--- src/rtl/cva6_axi_remap_pkg.sv ---
// Shared types for AXI ID remap tables (AR/R now, AW/B later).
package cva6_axi_remap_pkg;

  // Storage is sized for the widest configuration; narrower instances keep upper bits zero.
  localparam int unsigned MaxIdWidth  = 16;
  localparam int unsigned MaxCntWidth = 8;

  typedef struct packed {
    logic                   active;
    logic [MaxIdWidth-1:0]  in_id;
    logic [MaxCntWidth-1:0] count;
  } remap_entry_t;

  // Bits needed to count 0..max_txn outstanding transactions.
  function automatic int unsigned cnt_width(input int unsigned max_txn);
    return $clog2(max_txn + 1);
  endfunction

endpackage

--- src/rtl/axi_id_remap_table.sv ---
// ID remap table: maps wide upstream IDs onto a small set of out IDs while outstanding.
module axi_id_remap_table
  import cva6_axi_remap_pkg::*;
#(
  parameter int unsigned InIdWidth   = 4,
  parameter int unsigned OutIdWidth  = 2,
  parameter int unsigned MaxTxnPerId = 4
) (
  input  logic                  clock_i,
  input  logic                  reset_i,
  input  logic [InIdWidth-1:0]  lookup_id_i,
  output logic [OutIdWidth-1:0] lookup_out_id_o,
  output logic                  lookup_stall_o,
  input  logic                  alloc_i,
  input  logic                  free_i,
  input  logic [OutIdWidth-1:0] free_id_i,
  output logic [InIdWidth-1:0]  restore_id_o,
  output logic                  busy_o
);

  localparam int unsigned NumEntries = 2 ** OutIdWidth;

  if (cnt_width(MaxTxnPerId) > MaxCntWidth || InIdWidth > MaxIdWidth) begin : g_width_chk
    $error("axi_id_remap_table: parameters exceed package storage widths");
  end

  remap_entry_t table_q [NumEntries];
  remap_entry_t table_d [NumEntries];

  logic [MaxIdWidth-1:0] lookup_ext;
  logic                  hit, free_found, free_legal, alloc_ok;
  logic [OutIdWidth-1:0] hit_idx, free_idx;

  assign lookup_ext   = MaxIdWidth'(lookup_id_i);
  assign restore_id_o = table_q[free_id_i].in_id[InIdWidth-1:0];
  assign free_legal   = free_i & table_q[free_id_i].active;
  assign alloc_ok     = alloc_i & ~lookup_stall_o;

  // Lookup: existing mapping for this ID first, else lowest-index free entry.
  always_comb begin
    hit        = 1'b0;
    hit_idx    = '0;
    free_found = 1'b0;
    free_idx   = '0;
    busy_o     = 1'b0;
    for (int i = 0; i < NumEntries; i++) begin
      if (!hit && table_q[i].active && table_q[i].in_id == lookup_ext) begin
        hit     = 1'b1;
        hit_idx = OutIdWidth'(i);
      end
      if (!free_found && !table_q[i].active) begin
        free_found = 1'b1;
        free_idx   = OutIdWidth'(i);
      end
      busy_o = busy_o | table_q[i].active;
    end
    lookup_out_id_o = hit ? hit_idx : free_idx;
    lookup_stall_o  = hit ? (table_q[hit_idx].count == MaxCntWidth'(MaxTxnPerId)) : ~free_found;
  end

  // Next state: allocate/increment on AR accept, decrement/free on R last; both cancel out.
  always_comb begin
    table_d = table_q;
    for (int i = 0; i < NumEntries; i++) begin
      if (alloc_ok && lookup_out_id_o == OutIdWidth'(i)
          && !(free_legal && free_id_i == OutIdWidth'(i))) begin
        if (table_q[i].active) begin
          table_d[i].count = table_q[i].count + MaxCntWidth'(1);
        end else begin
          table_d[i].active = 1'b1;
          table_d[i].in_id  = lookup_ext;
          table_d[i].count  = MaxCntWidth'(1);
        end
      end else if (free_legal && free_id_i == OutIdWidth'(i)
                   && !(alloc_ok && lookup_out_id_o == OutIdWidth'(i))) begin
        table_d[i].count = table_q[i].count - MaxCntWidth'(1);
        if (table_q[i].count == MaxCntWidth'(1)) begin
          table_d[i].active = 1'b0;
        end
      end
    end
  end

  // Table state register with synchronous reset.
  always_ff @(posedge clock_i) begin
    if (reset_i) begin
      for (int i = 0; i < NumEntries; i++) begin
        table_q[i] <= '0;
      end
    end else begin
      table_q <= table_d;
    end
  end

  // A last beat for an unmapped out ID means downstream returned an ID never issued.
  assert property (@(posedge clock_i) disable iff (reset_i) free_i |-> table_q[free_id_i].active)
    else $error("axi_id_remap_table: R last to inactive entry %0d", free_id_i);

endmodule

--- src/rtl/cva6_axi_rid_remap.sv ---
// AR/R ID remapper: narrows CVA6 read IDs for the system bus and restores them on R.
module cva6_axi_rid_remap
  import cva6_axi_remap_pkg::*;
#(
  parameter int unsigned InIdWidth   = 4,
  parameter int unsigned OutIdWidth  = 2,
  parameter int unsigned MaxTxnPerId = 4,
  parameter int unsigned ArPayloadW  = 64
) (
  input  logic                  clock_i,
  input  logic                  reset_i,
  input  logic [InIdWidth-1:0]  s_ar_id_i,
  input  logic [ArPayloadW-1:0] s_ar_payload_i,
  input  logic                  s_ar_valid_i,
  output logic                  s_ar_ready_o,
  output logic [OutIdWidth-1:0] m_ar_id_o,
  output logic [ArPayloadW-1:0] m_ar_payload_o,
  output logic                  m_ar_valid_o,
  input  logic                  m_ar_ready_i,
  input  logic [OutIdWidth-1:0] m_r_id_i,
  input  logic                  m_r_last_i,
  input  logic                  m_r_valid_i,
  output logic                  m_r_ready_o,
  output logic [InIdWidth-1:0]  s_r_id_o,
  output logic                  s_r_valid_o,
  input  logic                  s_r_ready_i,
  output logic                  busy_o
);

  logic                  ar_valid_q, ar_valid_d;
  logic [OutIdWidth-1:0] ar_id_q, ar_id_d;
  logic [ArPayloadW-1:0] ar_payload_q, ar_payload_d;
  logic [OutIdWidth-1:0] lookup_out_id;
  logic                  stall, table_busy, ar_hs, r_last_hs;

  axi_id_remap_table #(
    .InIdWidth   (InIdWidth),
    .OutIdWidth  (OutIdWidth),
    .MaxTxnPerId (MaxTxnPerId)
  ) u_table (
    .clock_i         (clock_i),
    .reset_i         (reset_i),
    .lookup_id_i     (s_ar_id_i),
    .lookup_out_id_o (lookup_out_id),
    .lookup_stall_o  (stall),
    .alloc_i         (ar_hs),
    .free_i          (r_last_hs),
    .free_id_i       (m_r_id_i),
    .restore_id_o    (s_r_id_o),
    .busy_o          (table_busy)
  );

  // Ready never looks at s_ar_valid_i, so upstream may wait for ready before asserting valid.
  assign s_ar_ready_o = (~ar_valid_q | m_ar_ready_i) & ~stall;
  assign ar_hs        = s_ar_valid_i & s_ar_ready_o;
  assign r_last_hs    = m_r_valid_i & s_r_ready_i & m_r_last_i;

  assign s_r_valid_o    = m_r_valid_i;
  assign m_r_ready_o    = s_r_ready_i;
  assign m_ar_valid_o   = ar_valid_q;
  assign m_ar_id_o      = ar_id_q;
  assign m_ar_payload_o = ar_payload_q;
  assign busy_o         = table_busy | ar_valid_q;

  // AR output register: load on accept, drain on downstream ready, otherwise hold.
  always_comb begin
    ar_valid_d   = ar_valid_q;
    ar_id_d      = ar_id_q;
    ar_payload_d = ar_payload_q;
    if (ar_hs) begin
      ar_valid_d   = 1'b1;
      ar_id_d      = lookup_out_id;
      ar_payload_d = s_ar_payload_i;
    end else if (m_ar_ready_i) begin
      ar_valid_d = 1'b0;
    end
  end

  // Control flops of the AR register with synchronous reset.
  always_ff @(posedge clock_i) begin
    if (reset_i) begin
      ar_valid_q <= 1'b0;
      ar_id_q    <= '0;
    end else begin
      ar_valid_q <= ar_valid_d;
      ar_id_q    <= ar_id_d;
    end
  end

  // Payload is only meaningful while valid, so it carries no reset.
  always_ff @(posedge clock_i) begin
    ar_payload_q <= ar_payload_d;
  end

endmodule

--- config.mk ---
export PLATFORM = sky130hd
export DESIGN_NAME = cva6_axi_rid_remap
export DESIGN_NICKNAME = d
export VERILOG_FILES = /design/src/rtl/cva6_axi_remap_pkg.sv /design/src/rtl/axi_id_remap_table.sv /design/src/rtl/cva6_axi_rid_remap.sv
export SDC_FILE = /design/constraint.sdc
export NUM_CORES = 1
export LEC_CHECK = 0
export ABC_CLOCK_PERIOD_IN_PS = 4600
export BUFFER_PORTS_ARGS = -buffer_cell sky130_fd_sc_hd__buf_2
export CAP_MARGIN = 20
export CORE_UTILIZATION = 29
export DETAILED_ROUTE_END_ITERATION = 16
export GPL_TIMING_DRIVEN = 0
export PLACE_DENSITY_LB_ADDON = 0.08
export SETUP_SLACK_MARGIN = 0.4
export SYNTH_ARGS = -nofsm -noshare
export SYNTH_HDL_FRONTEND = slang
export SYNTH_SLANG_ARGS = --single-unit
--- constraint.sdc ---
create_clock -name clock_i -period 4.6 [get_ports clock_i]
set_clock_uncertainty 0.15 [all_clocks]
set_input_delay 0 -clock clock_i [delete_from_list [all_inputs] [get_ports clock_i]]
set_output_delay 0 -clock clock_i [all_outputs]
set_load 0.01 [all_outputs]
# Yosys cells after proc, flatten, opt, wreduce, memory -nomap -nowiden
# Index checks and enable logic that the tools add are counted.
# Widths: inputs -> output; s select.
# totals
register_bits,119
inputBits,77
out_inout_bits,75
word_cells,169
# op_classes
n_addsub,8
order_cmp,2
eq_ne,15
muxes,48
bitwise,20
n_reduce_logical,61
# ops
op,count
$mux 8,14
$bmux 25 s2,2
$mux 25,2
$add 8x1->8 const B,4
$eq 8x1->1 const B,4
$sub 8x1->8 const B,4
$logic_and 1x1->1,26
$mux 1,25
$reduce_bool 2->1,9
$eq 4x4->1,4
$logic_not 1->1,16
$reduce_and 2->1,8
$mux 2,5
$eq 2x2->1 const B,4
$eq 8x3->1 const B,1
$not 1->1,7
$and 1x1->1,6
$ge 3x3->1 const B,2
$not 2->3,2
$or 1x1->1,5
$eq 2x1->1 const B,2
$logic_not 2->1,2

# Longest topological paths before layout
# depth
ltp_word,30
depth_mapped,16
depth_no_buf,13

# Cells and area by module
# From an unflattened synthesis, not the netlist that was laid out.
# hier_totals
cells_unflattened,570
area_unflattened_um2,5905.7
# by_module_without_submodules
module,n_inst,cells_per_inst,area_each_um2,seq_area_each_um2
axi_id_remap_table,1,489,3804.9,1041.0
cva6_axi_rid_remap,1,81,2100.8,1981.9

# Worst setup path after synthesis
# OpenSTA, ideal clock, no wires.
# synth_timing
kind,register -> register
start,reg u_table.table_q[33] (netlist bit)
end,"reg ar_payload_q[0], in the netlist m_ar_payload_o[0] (enable)"
setup_ps,418
t_arrival_ps,2734
t_required_ps,4032
slack_ps,1298
path_stages_with_launch,7
n_path_buf,0
period_less_slack_ps,3302
path_cell_list,dfxtp_1 > xnor2_2 > nand2_1 > or3_4 > a2111oi_4 > a22oi_4 > inv_1
# synth_via
elab_chain_len,16
elab_cells_between_ends,18
classes_between,eq/ne: 2; mux: 8; bitwise: 4; reduce/logical: 4
# synth_lines
item,line_no,source
from (decl),axi_id_remap_table.sv:27,remap_entry_t table_q [NumEntries];
from (signal assigned),axi_id_remap_table.sv:91,table_q <= table_d;
$eq 4x4->1 *,axi_id_remap_table.sv:47,if (!hit && table_q[i].active && table_q[i].in_id == lookup_ext) begin
$logic_and 1x1->1 *,axi_id_remap_table.sv:47,
$mux 1,axi_id_remap_table.sv:47,
$logic_not 1->1,axi_id_remap_table.sv:47,
$logic_and 1x1->1 (2 in a row),axi_id_remap_table.sv:47,
$mux 2,axi_id_remap_table.sv:47,
$not 2->3 (implied by the code),axi_id_remap_table.sv:58,lookup_stall_o = hit ? (table_q[hit_idx].count == MaxCntWidth'(MaxTxnPerId)) : ~free_found;
$bmux 25 s2,axi_id_remap_table.sv:58,
$mux 8 (implied by the code) (2 in a row),axi_id_remap_table.sv:58,
$eq 8x3->1,axi_id_remap_table.sv:58,
$mux 1 *,axi_id_remap_table.sv:58,
$not 1->1 *,cva6_axi_rid_remap.sv:54,assign s_ar_ready_o = (~ar_valid_q | m_ar_ready_i) & ~stall;
$and 1x1->1 *,cva6_axi_rid_remap.sv:54,
$and 1x1->1 *,cva6_axi_rid_remap.sv:55,assign ar_hs = s_ar_valid_i & s_ar_ready_o;
via ar_hs,cva6_axi_rid_remap.sv:34,"logic stall, table_busy, ar_hs, r_last_hs;"
to (signal assigned),cva6_axi_rid_remap.sv:92,ar_payload_q <= ar_payload_d;
to (decl),cva6_axi_rid_remap.sv:32,"logic [ArPayloadW-1:0] ar_payload_q, ar_payload_d;"
# Mark *: on every way through the listed nets, which the timed path passes. The rest lies on a longest branch. The select of a mux whose other input is x is not followed.
# A chain may end at the register's enable or synchronous reset.

# Worst setup path in the final report
# layout_timing
start,reg u_table.table_q[33] (netlist bit)
end,reg u_table.table_q[28] (netlist bit)
# layout_via
elab_chain_len,21
elab_cells_between_ends,27
classes_between,eq/ne: 3; mux: 10; bitwise: 5; reduce/logical: 9
# layout_lines
item,line_no,source
$eq 4x4->1 *,axi_id_remap_table.sv:47,
$logic_and 1x1->1 *,axi_id_remap_table.sv:47,
$mux 1,axi_id_remap_table.sv:47,
$logic_not 1->1,axi_id_remap_table.sv:47,
$logic_and 1x1->1 (2 in a row),axi_id_remap_table.sv:47,
$mux 2,axi_id_remap_table.sv:47,
$not 2->3 (implied by the code),axi_id_remap_table.sv:58,
$bmux 25 s2,axi_id_remap_table.sv:58,
(+4 left out),-,
$not 1->1,"axi_id_remap_table.sv:37, cva6_axi_rid_remap.sv:54",
$and 1x1->1,cva6_axi_rid_remap.sv:54,
$and 1x1->1,cva6_axi_rid_remap.sv:55,
$and 1x1->1,axi_id_remap_table.sv:37,assign alloc_ok = alloc_i & ~lookup_stall_o;
$logic_and 1x1->1 *,"axi_id_remap_table.sv:65, axi_id_remap_table.sv:75",
$logic_not 1->1,axi_id_remap_table.sv:75,&& !(alloc_ok && lookup_out_id_o == OutIdWidth'(i))) begin
$logic_and 1x1->1,axi_id_remap_table.sv:75,
$reduce_bool 2->1 (no line),-,
# Mark *: on every way between the ends. The rest lies on a longest branch, timed or not. The select of a mux whose other input is x is not followed.

==> run_results.csv <==
group,metric,value,unit
worst_setup_path,max_stage_delay,620,ps
global_route,overflow,0,
yosys,yosysSeqAreaShare,50.53,%
global_route,antenna_found_initial,0,
cts,clock_latency,410,ps
cts,root_buffer,"clkbuf_16",
yosys,synth_top_flop_cell,"edfxtp_1",
timing,rsz0062_at_grt,"false",
job,cap_viol_max_count,0,
power_and_ir_drop,p_switching,723.8,uW
layout,fin_nets,924,
timing,slew_viol_final,0,
timing,fmaxAchievable,0.2662,GHz
routing,firstDrtPassIters,5,
timing,final.min_clock_period,3756,ps
timing,tightest_slew,731.4,ps
yosys,syn_nets,688,
yosys,netlist.area_leader.share,32.13,%
yosys,synth.area.top_cells,"edfxtp_1, dfxtp_1, nor2_1",
global_route,grt_first_pass_wirelength,26830,microns
layout,nFillCells,1972,
die,start_util,29.56,%
timing,tns,0,ps
worst_setup_path,required,4800,ps
power_and_ir_drop,switching_share,24.35,%
yosys,synthCells,593,
layout,num_antenna_cells,0,
timing,hold_viol_final,0,
yosys,synth-edff-count,64,
die,core-area,20230,sq um
routing,viasPerCell,4.703,
global_route,grt_use_total,16.06,%
timing,setup_viol,0,
die,io_pins,152,
timing,timing.hold.ws,31.74,ps
power_and_ir_drop,peakVddDrop,0.2297,mV
yosys,synth_cell_types,60,
die,die_h,145.6,microns
global_route,grt_pass1_vias,5162,
place,place.port_buffers,145,
yosys,ys_ff_latch,119,
power_and_ir_drop,leakagePower,0.003337,uW
power_and_ir_drop,p_int,2248,uW
yosys,ys_top_cells_by_count,"nor2_1, edfxtp_1, dfxtp_1, a21oi_1, clkbuf_1",
place,gp_congestion,0.8256,
cts,cts_tree,"done",
power_and_ir_drop,p_comb_share,11.6,%
layout,layout-drive-gt1-share,24.02,%
cts,h-tree-depth,4,
cts,holdBufCountCts,71,
timing,relSlewSlack,51.24,%
worst_setup_path,crit_chain,"xnor2_2 -> nand2_1 -> or3_4 -> a311oi_1 -> nor3b_1 -> ha_1 -> clkbuf_1 -> and2_0 -> clkbuf_1 -> nand3_1 -> mux2i_1 -> a21oi_1 -> o21a_1 -> nor2_1",
worst_setup_path,slowest_stage,"a311oi_1",
die,die_w,145.6,microns
routing,drt_wl_total,16770,microns
worst_setup_path,worstSetupStartpointType,"flip-flop",
yosys,synth.avg_cell_area,10.09,sq um
cts,clkTransAtPathRegs,60,ps
yosys,yosys_warnings,0,
power_and_ir_drop,pwr-share-clk,48.1,%
worst_setup_path,setup.worst_path.end_class,"flip-flop",
worst_setup_path,crit_top_cell,"clkbuf_1",
global_route,grt_start_max_net_pins,42,
routing,routedWlPerCell,15.10,microns
routing,vias,5225,
worst_setup_path,path_class,"reg2reg",
layout,synthToLayoutAreaGrowth,40.45,%
cts,clock_path_buffers,2,
routing,drc,0,
die,rows,52,
cts,clock-sinks,119,
worst_setup_path,r2r_slack,840,ps
hold_path,hold_path.class,"in2reg",
cts,cts_resized,0,
worst_setup_path,critPathMaxFanout,8,
cts,cts_buffers,17,
routing,drt-initial-drc-count,266,
die,die-area,21210,sq um
yosys,netlist_area,5982,sq um
power_and_ir_drop,power_per_cell_area,353.7,nW/um^2
worst_setup_path,arrival,3950,ps
timing,final.period_utilization,81.65,%
yosys,yosysTopAreaCell,"edfxtp_1",
routing,ant_nets,0,
power_and_ir_drop,p_seq_share,40.3,%
yosys,synthArstFlopShare,0,%
place,dpl.hpwl,12010,microns
cts,cts_setup_buffers,0,
yosys,synth_most_common_cell,"nor2_1",
run_status,status,"complete, no violations",
layout by cell type, fill, tap and decap left out, types with 6 or more instances in the layout:
cell type | synthesis | layout
buf_2 | 2 | 147
and3_1 | 10 | 10
mux2i_1 | 27 | 27
a21oi_1 | 47 | 47
o21ai_0 | 24 | 24
nor3_1 | 20 | 20
nor4_1 | 7 | 7
nor2_1 | 86 | 86
nand2_1 | 23 | 23
ha_1 | 18 | 18
inv_1 | 12 | 11
dfxtp_1 | 55 | 55
clkbuf_16 | 0 | 17
o21a_1 | 6 | 6
nand2b_1 | 9 | 9
xnor2_1 | 13 | 13
o22ai_1 | 12 | 12
edfxtp_1 | 64 | 64
a211oi_1 | 10 | 10
nand4_1 | 6 | 6
xor2_1 | 6 | 6
clkbuf_1 | 41 | 41
dlygate4sd3_1 | 0 | 71
nand3_1 | 21 | 21
nor2b_1 | 7 | 7
power by group through the flow:
stage	logic, uW	registers (uW)	clock network (uW)
final	344	1200	1430
after global routing	377	1200	1510
after CTS	346	1200	1470
after detailed placement	295	1220	0
after global placement	292	1220	0
after floorplan	161	1240	0
registers in the layout, summed over array words and instances (netlist names):
name and flops:
m_ar_id_o 2, u_table.table_q 52, m_ar_payload_o 64, m_ar_valid_o 1
stage by stage:
step	instance area, sq um	instances	total power (uW)	util (%)	setup slack [ps]
after global placement	7046	1008	1515	34.82	625.1
after floorplan	5982	593	1400	-	1298
after CTS	8402	1111	3011	41.52	795.2
after detailed placement	7066	1009	1516	34.92	823.8
final	8402	1111	2972	41.52	844.0
after global routing	8402	1111	3094	41.52	598.7
routing by layer:
metal / share of wire, % / vias up / wire (microns) / global-route usage [%]
li1: - / 2618 / - / -
met1: 46 / 2416 / 7694 / 19.75
met2: 47 / 175 / 7896 / 27.19
met3: 5.6 / 16 / 940 / 4.326
met4: 1.4 / 0 / 240 / 5.316
met5: 0 / - / 0 / 0
kinds of logic after synthesis:
family          after synthesis  share of synthesized area [%]
flops                       119                          50.53
simple gates                217                          18.36
xor+xnor                     22                          3.598
fa+ha+maj                    18                          3.765
mux                          32                          6.275
compound gates              124                          13.03
buf+inv                      61                          4.434
path summary, 6_finish.rpt:
check	start	to	cells after the start
setup / recovery	u_table.table_q[33]$_SDFFE_PP0P_	u_table.table_q[28]$_SDFFE_PP0P_	14
hold / removal	s_ar_valid_i	m_ar_id_o[1]$_SDFFE_PP0P_	4
setup reg to reg	u_table.table_q[33]$_SDFFE_PP0P_	u_table.table_q[28]$_SDFFE_PP0P_	14
hold reg to reg	m_ar_id_o[1]$_SDFFE_PP0P_	m_ar_id_o[1]$_SDFFE_PP0P_	2
critical path, delay by kind of cell (launching register included):
kind / cells / cell delay [ps]
flops: 1 / 400
xor+xnor: 1 / 130
buf+inv: 2 / 570
mux: 1 / 150
fa+ha+maj: 1 / 200
simple gates: 6 / 1210
compound gates: 3 / 870
layout make-up:
type                    instances  area (sq um)  area share, %
clock buffers                  17         425.4          5.063
well taps                     270         337.8          4.021
repair buffers                217          1456          17.33
clock inverters                14         200.2          2.383
flip-flops and latches        119          3023          35.98
plain buffers                  49         220.2          2.621
inverters                      12         45.04         0.5361
multi-input cells             413          2694          32.06
Power figures use the tool's default switching activity.
